==> src/rtl/rr_arb_pkg.sv <==
// Shared constants, FSM state type and helpers for the 8-way round-robin arbiter.
package rr_arb_pkg;

    localparam int unsigned NREQ = 8;
    localparam int unsigned IDXW = 3;

    typedef enum logic {
        ST_IDLE,
        ST_GRANT
    } state_t;

    function automatic logic [NREQ-1:0] onehot8(input logic [IDXW-1:0] idx);
        onehot8      = '0;
        onehot8[idx] = 1'b1;
    endfunction

endpackage

==> src/rtl/rr_pick8.sv <==
// Rotating-priority 8-to-3 encoder: first set req bit scanning from ptr upward (mod 8).
module rr_pick8
    import rr_arb_pkg::*;
(
    input  logic [NREQ-1:0] req,
    input  logic [IDXW-1:0] ptr,
    output logic            any,
    output logic [IDXW-1:0] idx
);

    logic [NREQ-1:0] rot;
    logic [IDXW-1:0] off;

    // Rotating right by ptr puts requester ptr at bit 0, so the lowest set bit wins.
    always_comb begin
        rot = NREQ'({req, req} >> ptr);
        off = '0;
        for (int unsigned i = NREQ; i > 0; i--) begin
            if (rot[i-1]) off = IDXW'(i - 1);
        end
    end

    assign any = |req;
    assign idx = off + ptr;

endmodule

==> src/rtl/rr_arbiter8.sv <==
// Round-robin arbiter for 8 requesters with hold-until-release grants.
// Optional forced release after MAX_HOLD cycles when ARB_TIMEOUT_EN is defined.
module rr_arbiter8
    import rr_arb_pkg::*;
#(
    parameter int unsigned MAX_HOLD = 16,
    parameter int unsigned RST_PTR  = 0
) (
    input  logic            clk,
    input  logic            rst,
    input  logic            e,
    input  logic [NREQ-1:0] req,
    input  logic            done,
    output logic [NREQ-1:0] gnt,
    output logic [IDXW-1:0] gnt_idx,
    output logic            gnt_vld,
    output logic            tmo
);

    if (MAX_HOLD < 2 || MAX_HOLD > 255 || RST_PTR > 7) begin : g_param_check
        $error("rr_arbiter8: MAX_HOLD or RST_PTR out of range");
    end

    state_t          state;
    logic [IDXW-1:0] ptr;
    logic            tmo_q;
    logic            pick_any;
    logic [IDXW-1:0] pick_idx;
    logic            owner_rel;
    logic            hold_limit;

    rr_pick8 u_pick (
        .req (req),
        .ptr (ptr),
        .any (pick_any),
        .idx (pick_idx)
    );

    assign owner_rel = done | ~req[gnt_idx];

`ifdef ARB_TIMEOUT_EN
    logic [7:0] hold_cnt;

    // Held at zero while idle, so the first GRANT cycle sees 0.
    always_ff @(posedge clk) begin
        if (rst || state == ST_IDLE) hold_cnt <= '0;
        else                         hold_cnt <= hold_cnt + 8'd1;
    end

    assign hold_limit = (hold_cnt == 8'(MAX_HOLD - 1));
`else
    assign hold_limit = 1'b0;
`endif

    always_ff @(posedge clk) begin
        if (rst) begin
            state   <= ST_IDLE;
            gnt     <= '0;
            gnt_idx <= '0;
            ptr     <= IDXW'(RST_PTR);
            tmo_q   <= 1'b0;
        end else begin
            tmo_q <= 1'b0;
            case (state)
                ST_IDLE: begin
                    if (e && pick_any) begin
                        state   <= ST_GRANT;
                        gnt     <= onehot8(pick_idx);
                        gnt_idx <= pick_idx;
                    end
                end
                ST_GRANT: begin
                    if (owner_rel || hold_limit) begin
                        state <= ST_IDLE;
                        gnt   <= '0;
                        ptr   <= gnt_idx + 3'd1;
                        tmo_q <= ~owner_rel;
                    end
                end
                default: state <= ST_IDLE;
            endcase
        end
    end

    assign gnt_vld = (state == ST_GRANT);
    assign tmo     = tmo_q;

endmodule
==> config.mk <==
export PLATFORM = sky130hd
export DESIGN_NAME = rr_arbiter8
export DESIGN_NICKNAME = d
export VERILOG_FILES = /design/src/rtl/rr_arb_pkg.sv /design/src/rtl/rr_pick8.sv /design/src/rtl/rr_arbiter8.sv
export SDC_FILE = /design/constraint.sdc
export NUM_CORES = 1
export LEC_CHECK = 0
export ABC_AREA = 1
export BUFFER_PORTS_ARGS = -buffer_cell sky130_fd_sc_hd__buf_2
export CAP_MARGIN = 20
export CORE_AREA = 2 2 55 67
export DETAILED_ROUTE_END_ITERATION = 16
export DIE_AREA = 0 0 57 69
export PLACE_DENSITY = 0.67
export SLEW_MARGIN = 40
export SYNTH_ARGS = -nofsm -noshare
export SYNTH_HDL_FRONTEND = slang
export SYNTH_SLANG_ARGS = --single-unit
==> constraint.sdc <==
create_clock -name clk -period 3.69 [get_ports clk]
set_clock_uncertainty 0.1 [all_clocks]
set_input_delay 0.738 -clock clk [delete_from_list [all_inputs] [get_ports clk]]
set_output_delay 0.738 -clock clk [all_outputs]
set_load 0.02 [all_outputs]
Yosys cells after proc, flatten, opt, wreduce, memory -nomap -nowiden
Cells that the tools add are included.
- flip-flop bits (word level): 16
- magnitude comparators: 3
- reductions and logical operators: 7
- shifts and indexed selects: 1
- equality and inequality tests: 2
- muxes and demuxes: 18
- bitwise logic cells: 4
- add/subtract/negate cells: 2
- operators by type and width (cell ; count):
    $mux 3 ; 8
    $mux 8 ; 2
    $pmux 8 s2 ; 1
    $shr 16x3->8 ; 1
    $lt 3x4->1 const B ; 2
    $reduce_or 8->1 ; 1
    $reduce_and 2->1 ; 3
    $mux 1 ; 4
    $add 3x1->3 const B ; 1
    $add 3x3->3 ; 1
    $bmux 1 s3 ; 1
    $demux 1 s3 ; 1
    $ge 3x1->1 const B ; 1
    $not 1->1 ; 3
    $reduce_or 3->1 ; 1
    $logic_and 1x1->1 ; 2
    $ne 2x1->1 const B ; 1
    $ne 2x2->1 const B ; 1
    $pmux 1 s2 ; 1
    $or 1x1->1 ; 1

Logic depth before layout (Yosys ltp)
Gate-level depths: netlist of the first run.
- depth after elaboration: 16
- mapped depth: 19
- gate-level depth less buffers: 18

Cells and area by module
A second synthesis of the first run with hierarchy kept.
- cell total of the unflattened synthesis: 226
- area, all modules: 1357.6 um^2
- modules (own cells, without submodules) (module ; area an instance (um^2) ; cells an instance ; instances ; seq. area each (um^2)):
    rr_arbiter8 ; 825.8 ; 128 ; 1 ; 320.3
    rr_pick8 ; 531.8 ; 98 ; 1 ; 0.0

Worst setup path before layout of the first run
OpenSTA, ideal clock, no wires.
- path kind: input port to flip-flop
- start point: input port req[0]
- end point: register gnt[0]
- path slack: 0.773 ns
- buffers on the path: 0
- cell stages on the path: 17
- arrival: 2.684 ns
- library setup time: 0.132 ns
- cell sequence: nand2_1 > nand3_2 > nand3_1 > nand2_2 > a31oi_1 > o21ai_0 > nand2_1 > a21boi_0 > ha_1 > inv_1 > fa_1 > xor2_1 > inv_1 > nand3_4 > nand2_4 > nand3_1 > a21oi_1
- longest elaborated chain between the ends: 16
- ends and longest elaborated chain (element ; line ; text):
    start, declared ; rr_arbiter8.sv:12 ; input logic [NREQ-1:0] req,
    $shr 16x3->8 ; rr_pick8.sv:16 ; rot = NREQ'({req, req} >> ptr);
    $mux 3 (8 in series) ; rr_pick8.sv:19 ; if (rot[i-1]) off = IDXW'(i - 1);
    $add 3x3->3 ; rr_pick8.sv:24 ; assign idx = off + ptr;
    $lt 3x4->1 (implied by the code) / $ge 3x1->1 (equally long branches) ; rr_arb_pkg.sv:14 ; onehot8[idx] = 1'b1;
    $logic_and 1x1->1 (implied by the code) ; rr_arb_pkg.sv:14 ;
    $mux 1 (implied by the code) ; rr_arb_pkg.sv:14 ;
    $demux 1 s3 ; rr_arb_pkg.sv:14 ;
    $mux 8 ; rr_arbiter8.sv:66 ; if (e && pick_any) begin
    $pmux 8 s2 ; rr_arbiter8.sv:64 ; case (state)
    end signal, assigned ; rr_arbiter8.sv:68 ; gnt <= onehot8(pick_idx);
    end, declared ; rr_arbiter8.sv:14 ; output logic [NREQ-1:0] gnt,
Several ways; a longest one is shown, not always the timed one. The select of a mux whose other input is x is not followed.
A chain may end at the register's enable or synchronous reset.

Worst setup path in the final report of the first run
- start point: register ptr[0]
- end point: register gnt[6]
- longest elaborated chain between the ends: 16
- ends and longest elaborated chain (element ; line ; text):
    start, declared ; rr_arbiter8.sv:25 ; logic [IDXW-1:0] ptr;
    start signal, assigned ; rr_arbiter8.sv:60 ; ptr <= IDXW'(RST_PTR);
    start signal, assigned ; rr_arbiter8.sv:76 ; ptr <= gnt_idx + 3'd1;
    $shr 16x3->8 ; rr_pick8.sv:16 ;
    $mux 3 (8 in series) ; rr_pick8.sv:19 ;
    $add 3x3->3 (*) ; rr_pick8.sv:24 ;
    $lt 3x4->1 (implied by the code) / $ge 3x1->1 (equally long branches) ; rr_arb_pkg.sv:14 ;
    $logic_and 1x1->1 (implied by the code) ; rr_arb_pkg.sv:14 ;
    $mux 1 (implied by the code) ; rr_arb_pkg.sv:14 ;
    $demux 1 s3 (*) ; rr_arb_pkg.sv:14 ;
    $mux 8 (*) ; rr_arbiter8.sv:66 ;
    $pmux 8 s2 (*) ; rr_arbiter8.sv:64 ;
Every way passes the cells marked *; elsewhere a longest branch is shown, timed or not. The select of a mux whose other input is x is not followed.

==> key figures, run 1 <==
Die
  • IO Pins: 25
  • Area of the core: 0.00328 sq mm
  • Total Die Area: 0.00393 sq mm
  • Site Rows: 23
  • Die Y: 69 um
  • Initial Utilization: 38.7%
  • Chip Width: 57 um

Yosys
  • Cell Area, Synth: 0.00127 sq mm
  • Synth cell types: 35
  • Cells after Synth: 181
  • Register area share after synthesis: 25.2%
  • Syn. warnings: 0
  • Syn avg cell area: 7.01 sq um
  • Synthesized net count: 196
  • Synth top area cells: dfxtp_1 25%, nand2_1 12%, nand3_1 8.7%
  • Post-synth top area share: 25.2%
  • Area leader, netlist: dfxtp_1
  • Synthesized flop and latch total: 16

STA
  • # setup viols final: 0
  • Minimum clock period: 3.01 ns
  • Final Max Slew Viols: 0
  • Final count of hold timing violations: 0
  • FMAX: 0.333 GHz
  • Setup TNS after final layout: 0 ns
  • Final Cycle Share: 81.5%
  • Hold Slack: 0.361 ns
  • RSZ-0062 raised after global routing: false
  • Worst Setup Slack, final: 0.684 ns

Final layout
  • NumNets Final: 221
  • Layout Area Growth over Synthesis: 14.8%
  • Number of inserted diodes: 0
  • FF+latch area: 320 sq um
  • Most frequent cells in the layout: 40 x nand2_1, 24 x buf_2, 22 x nand3_1
  • Share of cells above drive strength 1: 31.7%
  • Multi-input logic area: 851 sq um
  • Finished Core Util: 44.4%
  • Commonest non-fill, non-tap cell in the layout: nand2_1
  • Fillers: 350

Power and ir drop
  • Max VDD drop: 335 uV
  • Pwr dens: 412 mW/mm^2
  • Leakage power: 0.000681 uW
  • Power share of the sequential group: 34.7%
  • Switching share of power: 39.0%
  • Sw power: 234 uW
  • Total power: 601 uW
  • Combinational Power Share: 40.3%
  • P_int: 366 uW
  • Clk pwr share: 25.0%

Clock network
  • CTS root buf: clkbuf_8
  • Worst-path clk slew: 0.06 ns
  • Clk Latency, worst-skew pair: 0.24 ns
  • CTS buffer count: 3
  • PostCTS Resize Cnt: 0
  • # hold bufs at CTS: 0
  • H-tree Lvls: 1
  • Clock sink total: 16
  • Clk buf depth: 2
  • Setup Buffers After CTS: 0
  • TritonCTS clock tree: built

Job
  • Max-Cap Viols: 0

Placement
  • I/O Buffers: 24
  • HPWL after DPL: 2.16 mm
  • Post-place setup slack: 0.445 ns
  • Gpl congestion: 0.848

Global routing
  • Vias in the first global route: 1,127
  • Largest net degree at the start of global routing: 12
  • Grt peak-use layer: met2
  • Met3 Use GR: 1.50%
  • Gr usage total: 13.9%
  • Initial antenna violation count: 0
  • First-pass GRT wire length: 4.55 mm
  • GR Util met2: 25.0%
  • Gr ovfl total: 0
  • Met1 Usage GRT: 16.5%

Drt
  • Initial DRC Count: 21
  • Routed Antenna Nets: 0
  • Pre-antenna DRT Iters: 4
  • Via/cell ratio: 5.00
  • DRC violations left: 0
  • Vias: 1,210
  • Routed WL: 2.58 mm
  • WL/cell: 10.7 um

Outcome
  • Outcome: finished clean

Critical path
  • Crit path DAT: 3.08 ns
  • Worst-path fanout max: 10
  • Crit path buf inv count: 2
  • CP Launch Type: flip-flop
  • Worst EP required: 3.77 ns
  • CP endpoint kind: flip-flop
  • Ordered list of cells on the worst path: nand2_1 > nand3_2 > nand3_1 > nand2_2 > a31oi_1 > o21ai_0 > nand2_1 > a21boi_0 > ha_1 > inv_1 > fa_1 > xor2_1 > inv_1 > nand3_4 > nand4_1 > a21oi_1
  • Slowest CP cell: dfxtp_1
  • Worst setup path class: reg2reg
  • CP top delay family: simple AND/OR/NAND/NOR gates
  • CP max stage delay: 0.59 ns

Hold path
  • HP Class: reg2reg
-- through the flow --
| stage | std cells | instance area, sq um |
|---|---|---|
| final | 242 | 1460 |
| after detailed placement | 238 | 1400 |
| after CTS | 242 | 1460 |
| after floorplan | 181 | 1270 |
| after global placement | 238 | 1400 |
| after global routing | 242 | 1460 |
-- synth_stat cells (all sizes together) --
library cell   n
nand2         58
nand3         30
a21oi         16
dfxtp         16
inv           15
nor2          13
o21ai         10
nand4          4
buf            3
ha             2
o211ai         2
xor2           2
a211oi         1
a21boi         1
a31oi          1
clkbuf         1
conb           1
fa             1
nor3           1
nor4           1
o21bai         1
or2            1
-- worst register-to-register path: cells and delay by family, from the launching register on --
family          cells  cell delay (ns)
compound gates      4             0.51
xor+xnor            1             0.27
fa+ha+maj           2             0.52
buf+inv             2             0.16
flops               1             0.59
simple gates        7             0.77
-- cell families (layout without fill, tap and decap cells) --
kind of cell	after synthesis	count (layout)	share of synthesized area, %
other	1	1	0.296
adders and majority gates	3	3	3.55
AOI/OAI and AO/OA	32	32	14.4
xor gates and xnor gates	2	2	1.38
and+or+nand+nor	108	108	47.4
DFF	16	16	25.2
buffers and inverters	19	43	7.69
-- cell type report --
class | count | area share (%)
multi-input cells | 146 | 58.4
inverters | 15 | 4.38
flip-flops and latches | 16 | 22.0
well taps | 37 | 3.18
repair buffers | 24 | 8.25
clock buffers | 4 | 3.78
-- metal layers --
metal,wire (um),vias to the layer above
met5,0,-
met4,39,0
met3,63,5
met2,1330,15
met1,1150,537
li1,-,653
-- power by group through the flow --
stage	clock network [uW]	logic (uW)	registers [uW]
detailed placement	0	243	212
global route	159	277	212
finish	150	242	208
CTS	156	245	209
global placement	0	243	212
floorplan	0	189	217
-- final timing paths --
| check | to | cells after the start | slack, ns | startpoint |
|---|---|---|---|---|
| worst min-delay path | gnt[5] | 2 | 0.36 | gnt[5] |
| worst max-delay path | gnt[6] | 16 | 0.68 | ptr[0] |
| worst min register to register | gnt[5] | 2 | 0.36 | gnt[5] |
| worst max register to register | gnt[6] | 16 | 0.68 | ptr[0] |
-- state kept, by name, indices dropped and copies added, names as in the netlist --
signal and flops:
gnt 8, gnt_idx 3, gnt_vld 1, ptr 3, tmo 1
(Power assumes the default switching activity.)
==> run 2: changes to the inputs <==
--- a/config.mk
+++ b/config.mk
@@ -11,7 +11,7 @@
 export CORE_AREA = 2 2 55 67
 export DETAILED_ROUTE_END_ITERATION = 16
 export DIE_AREA = 0 0 57 69
-export PLACE_DENSITY = 0.67
+export PLACE_DENSITY = 0.7
 export SLEW_MARGIN = 40
 export SYNTH_ARGS = -nofsm -noshare
 export SYNTH_HDL_FRONTEND = slang
==> constraint.sdc (replaced) <==
create_clock -name clk -period 2.75 [get_ports clk]
set_clock_uncertainty 0.1 [all_clocks]
set_input_delay 0.55 -clock clk [delete_from_list [all_inputs] [get_ports clk]]
set_output_delay 0.55 -clock clk [all_outputs]
set_load 0.02 [all_outputs]
==> run 2 against run 1 <==
Against the previous run:
- sequential power rose by 33%
- first-iteration DRC count grew 62%
- clock power grew 13%
- sequential share of layout area shrank 3.8 points
- hold slack better by 0.0034 ns
- final cell count rose by 11%
- power increased by 51%
- worst setup slack worse by 0.66 ns
- routed wire length up 27%
- largest cell class unchanged
- largest power group unchanged
- sequential cell count is the same
- critical path depth up 2
==> key figures, run 2 (synthesized netlist as in run 1, its figures left out) <==
Power and ir drop
  • P_int: 542 uW (+48%)
  • Sw power: 362 uW (+55%)
  • Switching share of power: 40.1% (+1.0 points)
  • Power share of the sequential group: 30.6% (-4.1 points)
  • Clk pwr share: 18.7% (-6.3 points)
  • Combinational Power Share: 50.7% (+10 points)
  • Max VDD drop: 405 uV (+21%)
  • Leakage power: 0.000864 uW (+27%)
  • Total power: 904 uW (+51%)
  • Pwr dens: 505 mW/mm^2 (+23%)

Critical path
  • Crit path buf inv count: 3 (+1)
  • CP Launch Type: flip-flop
  • Worst-path fanout max: 5 (-5)
  • Ordered list of cells on the worst path: buf_6 > nand2_4 > nand3_4 > nand3_2 > nand2_2 > a31oi_1 > o21ai_1 > nand2_1 > a21boi_2 > ha_2 > inv_2 > fa_2 > xor2_2 > buf_4 > nand2_4 > nand2_4 > nand3_1 > a21oi_1
  • Worst EP required: 2.83 ns (-0.94 ns)
  • R2r setup slk: 0.02 ns (-0.66 ns)
  • Crit path DAT: 2.81 ns (-0.27 ns)
  • Slowest CP cell: dfxtp_4
  • Worst setup path class: reg2reg
  • Critical path's most frequent cell: nand2_4
  • CP max stage delay: 0.41 ns (-0.18 ns)
  • CP endpoint kind: flip-flop
  • CP top delay family: simple AND/OR/NAND/NOR gates

Final layout
  • Commonest non-fill, non-tap cell in the layout: nand2_1
  • Largest regs: gnt x8, gnt_idx x3, ptr x3
  • Finished Core Util: 54.5% (+10 points)
  • NumNets Final: 248 (+12%)
  • Most frequent cells in the layout: 35 x nand2_1, 25 x buf_4, 24 x buf_2
  • Multi-input logic area: 980 sq um (+15%)
  • Share of cells above drive strength 1: 51.9% (+20 points)
  • Biggest register: gnt
  • FF+latch area: 325 sq um (+1.6%)
  • Fillers: 341 (-2.6%)
  • Number of inserted diodes: 0 (unchanged)
  • Layout Area Growth over Synthesis: 41.0%
  • Max reg flops: 8 (unchanged)

Drt
  • Routed WL: 3.27 mm (+27%)
  • Via/cell ratio: 5.13 (+2.6%)
  • Met3 wire len: 114 um (+81%)
  • WL/cell: 12.2 um (+14%)
  • Routed Antenna Nets: 0 (unchanged)
  • Met1 wire length: 1.45 mm (+26%)
  • Highest Signal Layer: met4
  • DRC violations left: 0 (unchanged)
  • Vias: 1,375 (+14%)
  • Routed length on met2: 1.66 mm (+25%)
  • Initial DRC Count: 34 (+62%)
  • Pre-antenna DRT Iters: 4 (unchanged)

Die
  • Total Die Area: 0.00393 sq mm (unchanged)
  • Initial Utilization: 38.7% (unchanged)
  • Die Y: 69 um (unchanged)
  • Site Rows: 23 (unchanged)
  • IO Pins: 25 (unchanged)
  • Area of the core: 0.00328 sq mm (unchanged)
  • Chip Width: 57 um (unchanged)

Placement
  • HPWL after DPL: 2.36 mm (+9.3%)
  • I/O Buffers: 24 (unchanged)
  • Gpl congestion: 0.793 (-6.5%)

Outcome
  • Outcome: finished clean

Global routing
  • Vias in the first global route: 1,237 (+9.8%)
  • Largest net degree at the start of global routing: 12 (unchanged)
  • Gr usage total: 15.8% (+1.9 points)
  • First-pass GRT wire length: 5.18 mm (+14%)
  • Initial antenna violation count: 0 (unchanged)
  • Gr ovfl total: 0 (unchanged)

STA
  • Minimum clock period: 2.73 ns (-0.275 ns)
  • # setup viols final: 0 (unchanged)
  • FMAX: 0.366 GHz (+10%)
  • Final Max Slew Viols: 0 (unchanged)
  • Final count of hold timing violations: 0 (unchanged)
  • Final Cycle Share: 99.3% (+18 points)
  • RSZ-0062 raised after global routing: true

Clock network
  • CTS root buf: clkbuf_8
  • TritonCTS clock tree: built
  • Clock sink total: 16 (unchanged)
  • Clk buf depth: 2 (unchanged)
  • H-tree Lvls: 1 (unchanged)
  • Clk Latency, worst-skew pair: 0.24 ns (about the same)
  • CTS buffer count: 3 (unchanged)
  • Worst-path clk slew: 0.06 ns (about the same)

Job
  • Max-Cap Viols: 0 (unchanged)

Hold path
  • HP Class: reg2reg
[run 2: cell types whose count changed in the layout (fill, tap and decap cells not counted), sizes merged]
cell | before | now
clkbuf | 4 | 3
buf | 24 | 51
[run 2: path summary, 6_finish.rpt]
kind	from	cells after the start	to
setup / recovery	ptr[0]	18	gnt[2]
hold reg to reg	gnt[4]	2	gnt[4]
setup reg to reg	ptr[0]	18	gnt[2]
hold / removal	gnt[4]	2	gnt[4]
[run 2: tightest hold or removal path, stage by stage (launching register included)]
cell and delay [ns]:
dfxtp_1 0.31, nand2_1 0.06, a21oi_1 0.05
[run 2: area by class of cell]
type                       count  area share [%]
multi-input combinational    146            54.8
timing repair buffer          51            18.5
sequential                    16            18.2
inverter                      15            3.71
tap                           37            2.59
clock buffer                   3            2.31
[run 2: what timing repair did]
item                                    in CTS  in global routing
buffers inserted                             0                  5
pin swaps                                    0                 16
endpoints found under the setup margin       9                 10
resized for setup                            1                 40
hold buffers                                 0                  0
[run 2: through the flow]
step	std cells	area [sq um]	hold slack [ns]	setup slack [ns]	setup TNS, ns
after floorplan	181	1270	0.442	0.0215	0
after global placement	260	1570	0.353	-0.129	-0.874
after detailed placement	260	1570	0.356	-0.158	-1.07
after CTS	263	1610	0.366	0.0142	0
after global routing	268	1790	0.381	-0.188	-1.20
final	268	1790	0.364	0.0195	0
[run 2: metal layers]
| metal | track usage, % | vias to the layer above |
|---|---|---|
| met3 | 1.88 | 5 |
| met5 | 0 | - |
| met1 | 20.0 | 630 |
| li1 | - | 708 |
| met4 | 5.43 | 0 |
| met2 | 27.2 | 32 |
[run 2: power groups by stage]
| stage | logic [uW] | clock network (uW) | registers [uW] |
|---|---|---|---|
| global route | 505 | 182 | 280 |
| global placement | 390 | 0 | 280 |
| floorplan | 253 | 0 | 291 |
| finish | 458 | 170 | 276 |
| CTS | 398 | 174 | 275 |
| detailed placement | 395 | 0 | 280 |
